<file path="config.mk">
export PLATFORM = sky130hd
export DESIGN_NAME = mmio_uart_tx
export DESIGN_NICKNAME = d
export VERILOG_FILES = /design/src/rtl/mmio_uart_tx_pkg.sv /design/src/rtl/uart_tx_fifo.sv /design/src/rtl/mmio_uart_tx.sv
export SDC_FILE = /design/constraint.sdc
export NUM_CORES = 1
export LEC_CHECK = 0
export BUFFER_PORTS_ARGS = -buffer_cell sky130_fd_sc_hd__buf_4
export CELL_PAD_IN_SITES_DETAIL_PLACEMENT = 1
export CELL_PAD_IN_SITES_GLOBAL_PLACEMENT = 2
export CORE_UTILIZATION = 36
export CTS_BUF_LIST = sky130_fd_sc_hd__clkbuf_8
export CTS_CLUSTER_SIZE = 10
export DETAILED_ROUTE_END_ITERATION = 8
export PLACE_DENSITY_LB_ADDON = 0.3
export SYNTH_ARGS = -nofsm -noshare
export SYNTH_HDL_FRONTEND = slang
export SYNTH_HIERARCHICAL = 1
export SYNTH_SLANG_ARGS = --single-unit
</file>
<file path="constraint.sdc">
create_clock -name clk -period 8.55 [get_ports clk]
set_clock_uncertainty 0.05 [all_clocks]
set_input_delay 1.2825 -clock clk [delete_from_list [all_inputs] [get_ports clk]]
set_output_delay 1.2825 -clock clk [all_outputs]
set_load 0.02 [all_outputs]
</file>
<file path="src/rtl/mmio_uart_tx_pkg.sv">
// rtl/mmio_uart_tx_pkg.sv - register offsets, status bit positions and TX FSM encodings
`timescale 1ns/1ps
package mmio_uart_tx_pkg;

    localparam logic [31:0] UART_TXDATA_OFF = 32'd0;
    localparam logic [31:0] UART_STATUS_OFF = 32'd4;

    localparam int STAT_BUSY_BIT  = 0;
    localparam int STAT_EMPTY_BIT = 1;
    localparam int STAT_FULL_BIT  = 2;
    localparam int STAT_OVF_BIT   = 3;

    typedef enum logic [1:0] {
        ST_IDLE  = 2'd0,
        ST_START = 2'd1,
        ST_DATA  = 2'd2,
        ST_STOP  = 2'd3
    } tx_state_t;

    function automatic logic [31:0] status_word(
        input logic ovf,
        input logic full,
        input logic empty,
        input logic busy
    );
        logic [31:0] w;
        w                 = 32'd0;
        w[STAT_OVF_BIT]   = ovf;
        w[STAT_FULL_BIT]  = full;
        w[STAT_EMPTY_BIT] = empty;
        w[STAT_BUSY_BIT]  = busy;
        return w;
    endfunction

endpackage

</file>
<file path="src/rtl/uart_tx_fifo.sv">
// rtl/uart_tx_fifo.sv - synchronous byte FIFO with wrap-bit pointers
`timescale 1ns/1ps
module uart_tx_fifo #(
    parameter int DEPTH = 4
) (
    input  logic       clk,
    input  logic       rst_n,
    input  logic       push,
    input  logic       pop,
    input  logic [7:0] din,
    output logic [7:0] dout,
    output logic       full,
    output logic       empty
);

    localparam int AW = $clog2(DEPTH);

    logic [AW:0] r_wr_ptr;
    logic [AW:0] r_rd_ptr;
    logic [7:0]  r_mem [DEPTH];
    logic        w_do_pop;
    logic        w_do_push;

    assign empty = (r_wr_ptr == r_rd_ptr);
    assign full  = (r_wr_ptr[AW] != r_rd_ptr[AW]) &&
                   (r_wr_ptr[AW-1:0] == r_rd_ptr[AW-1:0]);
    assign dout  = r_mem[r_rd_ptr[AW-1:0]];

    // A push into a full FIFO is still legal when the head leaves the same cycle.
    assign w_do_pop  = pop && !empty;
    assign w_do_push = push && (!full || w_do_pop);

    always_ff @(posedge clk or negedge rst_n) begin
        if (!rst_n) begin
            r_wr_ptr <= '0;
            r_rd_ptr <= '0;
        end else begin
            if (w_do_push) r_wr_ptr <= r_wr_ptr + 1'b1;
            if (w_do_pop)  r_rd_ptr <= r_rd_ptr + 1'b1;
        end
    end

    always_ff @(posedge clk) begin
        if (w_do_push) r_mem[r_wr_ptr[AW-1:0]] <= din;
    end

endmodule

</file>
<file path="src/rtl/mmio_uart_tx.sv">
// rtl/mmio_uart_tx.sv - memory-mapped 8N1 UART transmitter with TXDATA/STATUS window
`timescale 1ns/1ps
module mmio_uart_tx
    import mmio_uart_tx_pkg::*;
#(
    parameter int          CLKS_PER_BIT = 4,
    parameter int          FIFO_DEPTH   = 4,
    parameter logic [31:0] BASE_ADDR    = 32'h0000_FF00
) (
    input  logic        clk,
    input  logic        rst_n,
    input  logic [31:0] addr,
    input  logic [31:0] writeData,
    input  logic        memWrite,
    input  logic        memRead,
    output logic        hit,
    output logic [31:0] readData,
    output logic        txd,
    output logic        busy
);

    localparam int                BAUD_W    = $clog2(CLKS_PER_BIT);
    localparam logic [BAUD_W-1:0] BAUD_LAST = BAUD_W'(CLKS_PER_BIT - 1);

    tx_state_t         r_state;
    tx_state_t         w_state_next;
    logic [BAUD_W-1:0] r_baud;
    logic [BAUD_W-1:0] w_baud_next;
    logic [2:0]        r_bit_idx;
    logic [2:0]        w_bit_next;
    logic [7:0]        r_shift;
    logic [7:0]        w_shift_next;
    logic              r_txd;
    logic              w_txd_next;
    logic              r_busy;
    logic              r_overflow;

    logic              w_hit_tx;
    logic              w_hit_st;
    logic              w_wr_tx;
    logic              w_drop;
    logic              w_clr_ovf;
    logic              w_pop;
    logic              w_baud_done;
    logic [7:0]        w_fifo_dout;
    logic              w_full;
    logic              w_empty;
    logic [31:0]       w_status;
    logic [23:0]       w_unused_wdata;

    assign w_hit_tx = (addr == BASE_ADDR + UART_TXDATA_OFF);
    assign w_hit_st = (addr == BASE_ADDR + UART_STATUS_OFF);
    assign hit      = w_hit_tx || w_hit_st;

    assign w_status = status_word(r_overflow, w_full, w_empty, r_busy);
    assign readData = (memRead && w_hit_st) ? w_status : 32'd0;

    assign w_wr_tx        = memWrite && w_hit_tx;
    assign w_drop         = w_wr_tx && w_full && !w_pop;
    assign w_clr_ovf      = memWrite && w_hit_st && writeData[STAT_OVF_BIT];
    assign w_unused_wdata = writeData[31:8];

    uart_tx_fifo #(
        .DEPTH (FIFO_DEPTH)
    ) u_fifo (
        .clk   (clk),
        .rst_n (rst_n),
        .push  (w_wr_tx),
        .pop   (w_pop),
        .din   (writeData[7:0]),
        .dout  (w_fifo_dout),
        .full  (w_full),
        .empty (w_empty)
    );

    always_ff @(posedge clk or negedge rst_n) begin
        if (!rst_n) begin
            r_overflow <= 1'b0;
        end else if (w_drop) begin
            r_overflow <= 1'b1;
        end else if (w_clr_ovf) begin
            r_overflow <= 1'b0;
        end
    end

    assign w_baud_done = (r_baud == BAUD_LAST);

    always_comb begin
        w_state_next = r_state;
        w_baud_next  = r_baud;
        w_bit_next   = r_bit_idx;
        w_shift_next = r_shift;
        w_pop        = 1'b0;
        case (r_state)
            ST_IDLE: begin
                w_baud_next = '0;
                if (!w_empty) begin
                    w_pop        = 1'b1;
                    w_shift_next = w_fifo_dout;
                    w_state_next = ST_START;
                end
            end
            ST_START: begin
                if (w_baud_done) begin
                    w_baud_next  = '0;
                    w_bit_next   = 3'd0;
                    w_state_next = ST_DATA;
                end else begin
                    w_baud_next = r_baud + 1'b1;
                end
            end
            ST_DATA: begin
                if (w_baud_done) begin
                    w_baud_next  = '0;
                    w_shift_next = {1'b0, r_shift[7:1]};
                    if (r_bit_idx == 3'd7) begin
                        w_state_next = ST_STOP;
                    end else begin
                        w_bit_next = r_bit_idx + 3'd1;
                    end
                end else begin
                    w_baud_next = r_baud + 1'b1;
                end
            end
            ST_STOP: begin
                if (w_baud_done) begin
                    w_baud_next = '0;
                    // Chain straight into the next start bit so queued bytes leave gap-free.
                    if (!w_empty) begin
                        w_pop        = 1'b1;
                        w_shift_next = w_fifo_dout;
                        w_state_next = ST_START;
                    end else begin
                        w_state_next = ST_IDLE;
                    end
                end else begin
                    w_baud_next = r_baud + 1'b1;
                end
            end
            default: begin
                w_state_next = ST_IDLE;
            end
        endcase
    end

    always_comb begin
        w_txd_next = 1'b1;
        case (w_state_next)
            ST_START: w_txd_next = 1'b0;
            ST_DATA:  w_txd_next = w_shift_next[0];
            default:  w_txd_next = 1'b1;
        endcase
    end

    always_ff @(posedge clk or negedge rst_n) begin
        if (!rst_n) begin
            r_state   <= ST_IDLE;
            r_baud    <= '0;
            r_bit_idx <= 3'd0;
            r_shift   <= 8'd0;
            r_txd     <= 1'b1;
            r_busy    <= 1'b0;
        end else begin
            r_state   <= w_state_next;
            r_baud    <= w_baud_next;
            r_bit_idx <= w_bit_next;
            r_shift   <= w_shift_next;
            r_txd     <= w_txd_next;
            r_busy    <= (w_state_next != ST_IDLE);
        end
    end

    assign txd  = r_txd;
    assign busy = r_busy;

endmodule
</file>
==> results of run 1 <==
through the flow:
| stage | std cells | util (%) | hold WS (ns) | worst slack (ns) |
|---|---|---|---|---|
| 4_1_cts | 388 | 44.0 | 0.392 | 4.49 |
| 6_report | 388 | 44.0 | 0.391 | 4.52 |
| 3_3_place_gp | 380 | 42.8 | 0.378 | 4.51 |
| 2_1_floorplan | 262 | - | 0.358 | 4.65 |
| 3_5_place_dp | 380 | 42.8 | 0.375 | 4.49 |
| 5_1_grt | 388 | 44.0 | 0.420 | 4.38 |
cells by family (layout without fill, tap and decap cells):
kind of cell,Yosys count,after routing,share of synthesized area (%)
muxes,20,20,10.1
buffers and inverters,43,67,9.27
and+or+nand+nor,56,56,11.6
xor gates and xnor gates,5,5,1.45
adders and majority gates,13,13,5.40
DFF,56,56,51.9
other,1,28,0.125
AOI/OAI and AO/OA,41,41,10.1
worst max-delay path, stage by stage:
cell and delay, ns:
buf_4 0.11, nor4b_1 0.28, nand4_1 0.18, nor4_4 0.42, and4_2 0.28, buf_4 0.14
how the worst max path moves through the flow:
stage                        start     endpoint  depth (start not counted)
after floorplan           addr[15]  readData[0]                          4
after global placement     addr[3]  readData[2]                          6
after detailed placement   addr[3]  readData[2]                          6
after CTS                  addr[3]  readData[2]                          6
after global routing       addr[3]  readData[2]                          6
final                      addr[3]  readData[2]                          6
cell usage in the layout, fill, tap and decap left out, types with 2 or more instances in the layout:
cell and n:
buf_4 51, edfxtp_1 32, conb_1 28, dfrtp_1 23, ha_1 13, nand2_1 12, a22o_1 12, o21ai_0 9
inv_1 8, mux2i_1 8, mux4_2 8, nor2_1 7, o31ai_1 5, clkbuf_8 5, nand4_1 4, nor3_1 4
and4_2 4, nor2b_1 3, a21oi_1 3, nor4_1 3, mux2_2 3, xor2_1 3, and3_1 3, o22ai_1 2
nand3_1 2, o21a_1 2, o211ai_1 2, inv_6 2, xnor2_1 2, or4_1 2
power by group through the flow:
stage | logic [mW] | registers [mW] | clock network [mW]
2_1_floorplan | 0.0914 | 0.302 | 0
3_3_place_gp | 0.123 | 0.304 | 0
3_5_place_dp | 0.125 | 0.304 | 0
4_1_cts | 0.126 | 0.298 | 0.158
5_1_grt | 0.140 | 0.299 | 0.166
6_report | 0.124 | 0.298 | 0.150
layer usage:
layer  global-route usage [%]  share of wire (%)
met1                     20.7                 46
met2                     27.1                 51
met3                     2.68                1.8
met4                     2.69               0.54
met5                        0                  0
flip-flops by register name, summed over array words and instances, names as in the netlist:
| signal | count |
|---|---|
| r_shift | 8 |
| busy | 1 |
| r_baud | 2 |
| r_bit_idx | 3 |
| r_state | 2 |
| txd | 1 |
| r_overflow | 1 |
| u_fifo/r_mem | 32 |
| u_fifo/r_rd_ptr | 3 |
| u_fifo/r_wr_ptr | 3 |
final cells by class:
type                            instances  area [sq um]  share of cell area (%)
Clock inverter                          3          25.0                   0.722
Timing Repair Buffer                   51           383                    11.0
Clock buffer                            5          68.8                    1.98
Multi-Input combinational cell        163          1270                    36.6
Tap cell                              102           128                    3.68
Sequential cell                        56          1560                    45.1
Inverter                                8          30.0                   0.866
==> impl_metrics.py, run 1 <==
metrics = {
    "sta": {
        "worst_slew_pin_slew_ns": 1.06,
        "timing.slew.headroom_pct": 29.0,
        "slew_violations": 0,
        "final.min_clock_period_ns": 4.03,
        "report.final.hold_viol_count": 0,
        "min_period_over_period_pct": 47.1,
        "setup_viol": 0,
        "rsz0062_at_grt": "false",
        "setup_total_negative_slack_ns": 0,
        "maxClockFrequency_mhz": 248,
    },
    "drt": {
        "detail_route.wl_per_cell_microns": 16.3,
        "detail-route-antenna-nets": 0,
        "drc": 0,
        "vias_per_cell": 4.98,
        "drt_first_pass_iters": 4,
        "wirelength_mm": 6.33,
        "drt_iter0_markers": 24,
        "detailroute.via_count": 1933,
    },
    "pwr": {
        "power_density_nw_per_um2": 165,
        "switchingPower_mw": 0.177,
        "design_power_total_mw": 0.572,
        "cellLeakagePower_nw": 1.52,
        "irDropWorstVdd_uv": 72.7,
        "power_frac_comb_pct": 21.7,
        "power.switching_fraction_pct": 31.0,
        "clock_power_share_pct": 26.3,
        "power.share.sequential_pct": 52.0,
        "power.internal_mw": 0.395,
    },
    "critical_path": {
        "worst_ep_required_time_ns": 7.22,
        "worst-path-max-fanout": 8,
        "r2r_slack_ns": 4.71,
        "setup.worst_path.end_class": "output port",
        "ff2ff_path_depth": 7,
        "worst_r2r_endpoint": "u_fifo/r_mem[1][6]",
        "cp_data_arrival_time_ns": 2.69,
        "r2r-start": "u_fifo/r_rd_ptr[1]",
        "critPathLaunchType": "primary input",
        "criticalPathCategory": "in2out",
    },
    "synth": {
        "ys.flop_type": "edfxtp_1",
        "yosysSeqAreaShare_pct": 51.9,
        "synth.lib_cells_used.distinct": 51,
        "warnings_from_yosys": 6,
        "synth_async_sr_flop_share_pct": 42.9,
        "synth.largest_area_cell": "edfxtp_1",
        "post-synth-top-area-fraction_pct": 31.9,
        "post_synth.cell_area_avg_sq_um": 12.8,
        "synth_top_cells_by_area": "edfxtp_1 (32%), dfrtp_1 (19%), buf_4 (7.0%)",
        "yosys.cell_count.top_type": "edfxtp_1",
        "synth_top_cells_by_count": "edfxtp_1 (32), buf_4 (28), dfrtp_1 (23)",
        "mappedNetlistArea_sq_um": 3010,
        "synth_edf_count": 32,
        "synth-seq-cells": 56,
        "synthCells": 235,
    },
    "placement": {
        "dp_hpwl_mm": 4.63,
        "gp_congestion": 0.705,
        "dpl-instance-area_sq_um": 3370,
        "io_buf_count": 50,
    },
    "floorplanning": {
        "width_of_the_die_microns": 93.4,
        "die_height_microns": 93.4,
        "core_region_area_sq_um": 7890,
        "num_rows": 32,
        "top_level_ports": 103,
        "die-area_sq_um": 8730,
        "initial_utilization_pct": 38.2,
    },
    "layout": {
        "area_growth_pct": 15.2,
        "number_of_inserted_diodes": 0,
        "fillers": 853,
        "finish.instance_area_sq_um": 3470,
        "nets": 366,
        "layout-drive-gt1-share_pct": 28.0,
    },
    "global_route": {
        "grt_pass1_vias": 2061,
        "grt_first_pass_wirelength_mm": 10.5,
        "grt_max_degree": 25,
        "grt-ovfl-total": 0,
        "antenna_found_initial": 0,
        "gr-usage-all-layers_pct": 15.6,
    },
    "clock_network": {
        "worst_skew_pair.late_latency_ns": 0.31,
        "postCtsResizedCells": 0,
        "cts_tree": "yes",
        "post-cts-setup-buffer-count": 0,
        "clkTransAtPathRegs_ns": 0.10,
        "cts-hold-fix-buffers": 0,
        "worst_case_clock_buffer_depth": 2,
        "clk_root_buffer_cell": "clkbuf_8",
        "clock_sinks": 56,
        "cts-htree-levels": 2,
        "cts_inserted_buffers": 5,
    },
    "min_path": {
        "holdCritPathClass": "reg2reg",
        "holdPathStages": 1,
        "timing.hold.worst.start": "r_baud[0]",
        "hold_end": "r_baud[0]",
    },
    "run": {
        "drv.max_cap_violation_count": 0,
    },
    "run_status": {
        "run_status": "completed",
    },
}
Note: power is estimated with default switching activity, not from simulation.
==> run 2: changes to the inputs <==
Settings changed: CORE_UTILIZATION 36 to 30.
Clock period 8.55 ns to 3.3 ns, I/O delays scaled along.
==> impl_metrics.py, run 2 (synthesized netlist as in run 1, its figures left out) <==
metrics = {
    "clock_network": {
        "worst_skew_pair.late_latency_ns": 0.31,
        "cts_tree": "yes",
        "clkTransAtPathRegs_ns": 0.11,
        "post-cts-setup-buffer-count": 0,
        "cts_inserted_buffers": 5,
        "cts-htree-levels": 2,
        "clk_root_buffer_cell": "clkbuf_8",
        "clock_sinks": 56,
        "cts-hold-fix-buffers": 0,
        "worst_case_clock_buffer_depth": 2,
        "postCtsResizedCells": 0,
    },
    "critical_path": {
        "setup.worst_path.start": "u_fifo/r_wr_ptr[0]",
        "critPathSlowestCell": "dfrtp_1",
        "r2r-start": "u_fifo/r_wr_ptr[0]",
        "ff2ff_path_depth": 7,
        "path_buf_inv": 3,
        "criticalPathCategory": "reg2out",
        "worst_r2r_endpoint": "u_fifo/r_mem[2][3]",
        "worst_ep_required_time_ns": 2.75,
        "cp_data_arrival_time_ns": 2.18,
        "worst-path-max-fanout": 14,
        "critPathTopFamily": "simple AND/OR/NAND/NOR gates",
        "cp_common_cell": "buf_4",
        "ordered_list_of_cells_on_the_worst_path": "xor2_1 > buf_4 > or2_2 > nor2_1 > buf_4 > and4_2 > buf_4",
        "critical_path.max_stage_delay_ns": 0.47,
        "critPathLaunchType": "flop",
        "r2r_slack_ns": 0.70,
        "setup.worst_path.end_class": "output port",
    },
    "floorplanning": {
        "top_level_ports": 103,
        "width_of_the_die_microns": 102,
        "die_height_microns": 102,
        "core_region_area_sq_um": 9730,
        "die-area_sq_um": 10400,
        "num_rows": 36,
        "initial_utilization_pct": 30.9,
    },
    "drt": {
        "detail-route-antenna-nets": 0,
        "detailroute.via_count": 1968,
        "wirelength_mm": 6.51,
        "detail_route.wl_per_cell_microns": 15.3,
        "vias_per_cell": 4.61,
        "drt_first_pass_iters": 4,
        "drc": 0,
        "drt_iter0_markers": 63,
    },
    "layout": {
        "largest_register_ffs": 32,
        "mostFrequentLayoutCell": "buf_4",
        "most-common-layout-cells": "buf_4 (59), edfxtp_1 (32), conb_1 (28), dfrtp_1 (23), ha_1 (13)",
        "number_of_inserted_diodes": 0,
        "nets": 374,
        "area_growth_pct": 18.5,
        "layout-drive-gt1-share_pct": 29.9,
    },
    "placement": {
        "io_buf_count": 50,
        "gp_congestion": 0.749,
        "dp_hpwl_mm": 4.83,
    },
    "global_route": {
        "gr-usage-all-layers_pct": 13.5,
        "grt_first_pass_wirelength_mm": 10.7,
        "grt-ovfl-total": 0,
        "grt_max_degree": 25,
        "antenna_found_initial": 0,
        "grt_pass1_vias": 2118,
    },
    "pwr": {
        "irDropWorstVdd_uv": 341,
        "power_frac_comb_pct": 23.0,
        "power.switching_fraction_pct": 31.7,
        "power.share.sequential_pct": 50.5,
        "design_power_total_mw": 1.53,
        "clock_power_share_pct": 26.5,
        "cellLeakagePower_nw": 1.56,
        "switchingPower_mw": 0.485,
        "power.internal_mw": 1.04,
        "power_density_nw_per_um2": 429,
    },
    "run": {
        "drv.max_cap_violation_count": 0,
    },
    "sta": {
        "setup_viol": 0,
        "report.final.hold_viol_count": 0,
        "timing.slew.headroom_pct": 66.5,
        "min_period_over_period_pct": 82.5,
        "rsz0062_at_grt": "false",
        "final.min_clock_period_ns": 2.72,
        "maxClockFrequency_mhz": 367,
        "setup_total_negative_slack_ns": 0,
        "worst_slew_pin_slew_ns": 0.498,
        "slew_violations": 0,
    },
    "run_status": {
        "run_status": "completed",
    },
    "min_path": {
        "holdCritPathClass": "in2async",
    },
}
[run 2: changes by cell type in the layout (fill, tap and decap cells not counted), sizes merged]
cell	change
buf	+8
[run 2: per-stage QoR]
step / setup WS, ns / cell area, sq um / util [%] / hold WS [ns] / std cells
floorplan: 0.514 / 3110 / - / 0.149 / 262
global placement: 0.638 / 3470 / 35.7 / 0.376 / 419
detailed placement: 0.642 / 3470 / 35.7 / 0.382 / 419
CTS: 0.546 / 3570 / 36.7 / 0.0263 / 427
global route: 0.422 / 3570 / 36.7 / 0.0299 / 427
finish: 0.576 / 3570 / 36.7 / 0.0252 / 427
[run 2: how the worst max path moves through the flow]
stage                                     to  depth (start not counted)
after floorplan           u_fifo/r_mem[0][0]                          9
after global placement    u_fifo/r_mem[3][6]                          8
after detailed placement  u_fifo/r_mem[3][6]                          8
after CTS                        readData[1]                          7
after global routing             readData[1]                          7
final                            readData[1]                          7
[run 2: cell type report]
type | instances | area [sq um]
flip-flops and latches | 56 | 1560
clock buffers | 5 | 68.8
fillers | 1082 | 6160
clock inverters | 3 | 25.0
well taps | 133 | 166
inverters | 8 | 30.0
multi-input cells | 163 | 1270
repair buffers | 59 | 443
[run 2: power groups by stage]
stage | clock [mW] | combinational [mW] | sequential [mW]
final | 0.405 | 0.351 | 0.772
after detailed placement | 0 | 0.359 | 0.788
after CTS | 0.420 | 0.361 | 0.773
after global placement | 0 | 0.348 | 0.787
after global routing | 0.443 | 0.394 | 0.775
after floorplan | 0 | 0.237 | 0.783
[run 2: metal layers]
metal | vias up | GRT usage (%) | part of all wire [%]
li1 | 946 | - | -
met3 | 7 | 2.26 | 2.1
met4 | 0 | 3.30 | 1.2
met5 | - | 0 | 0
met2 | 29 | 24.1 | 52
met1 | 986 | 17.0 | 45
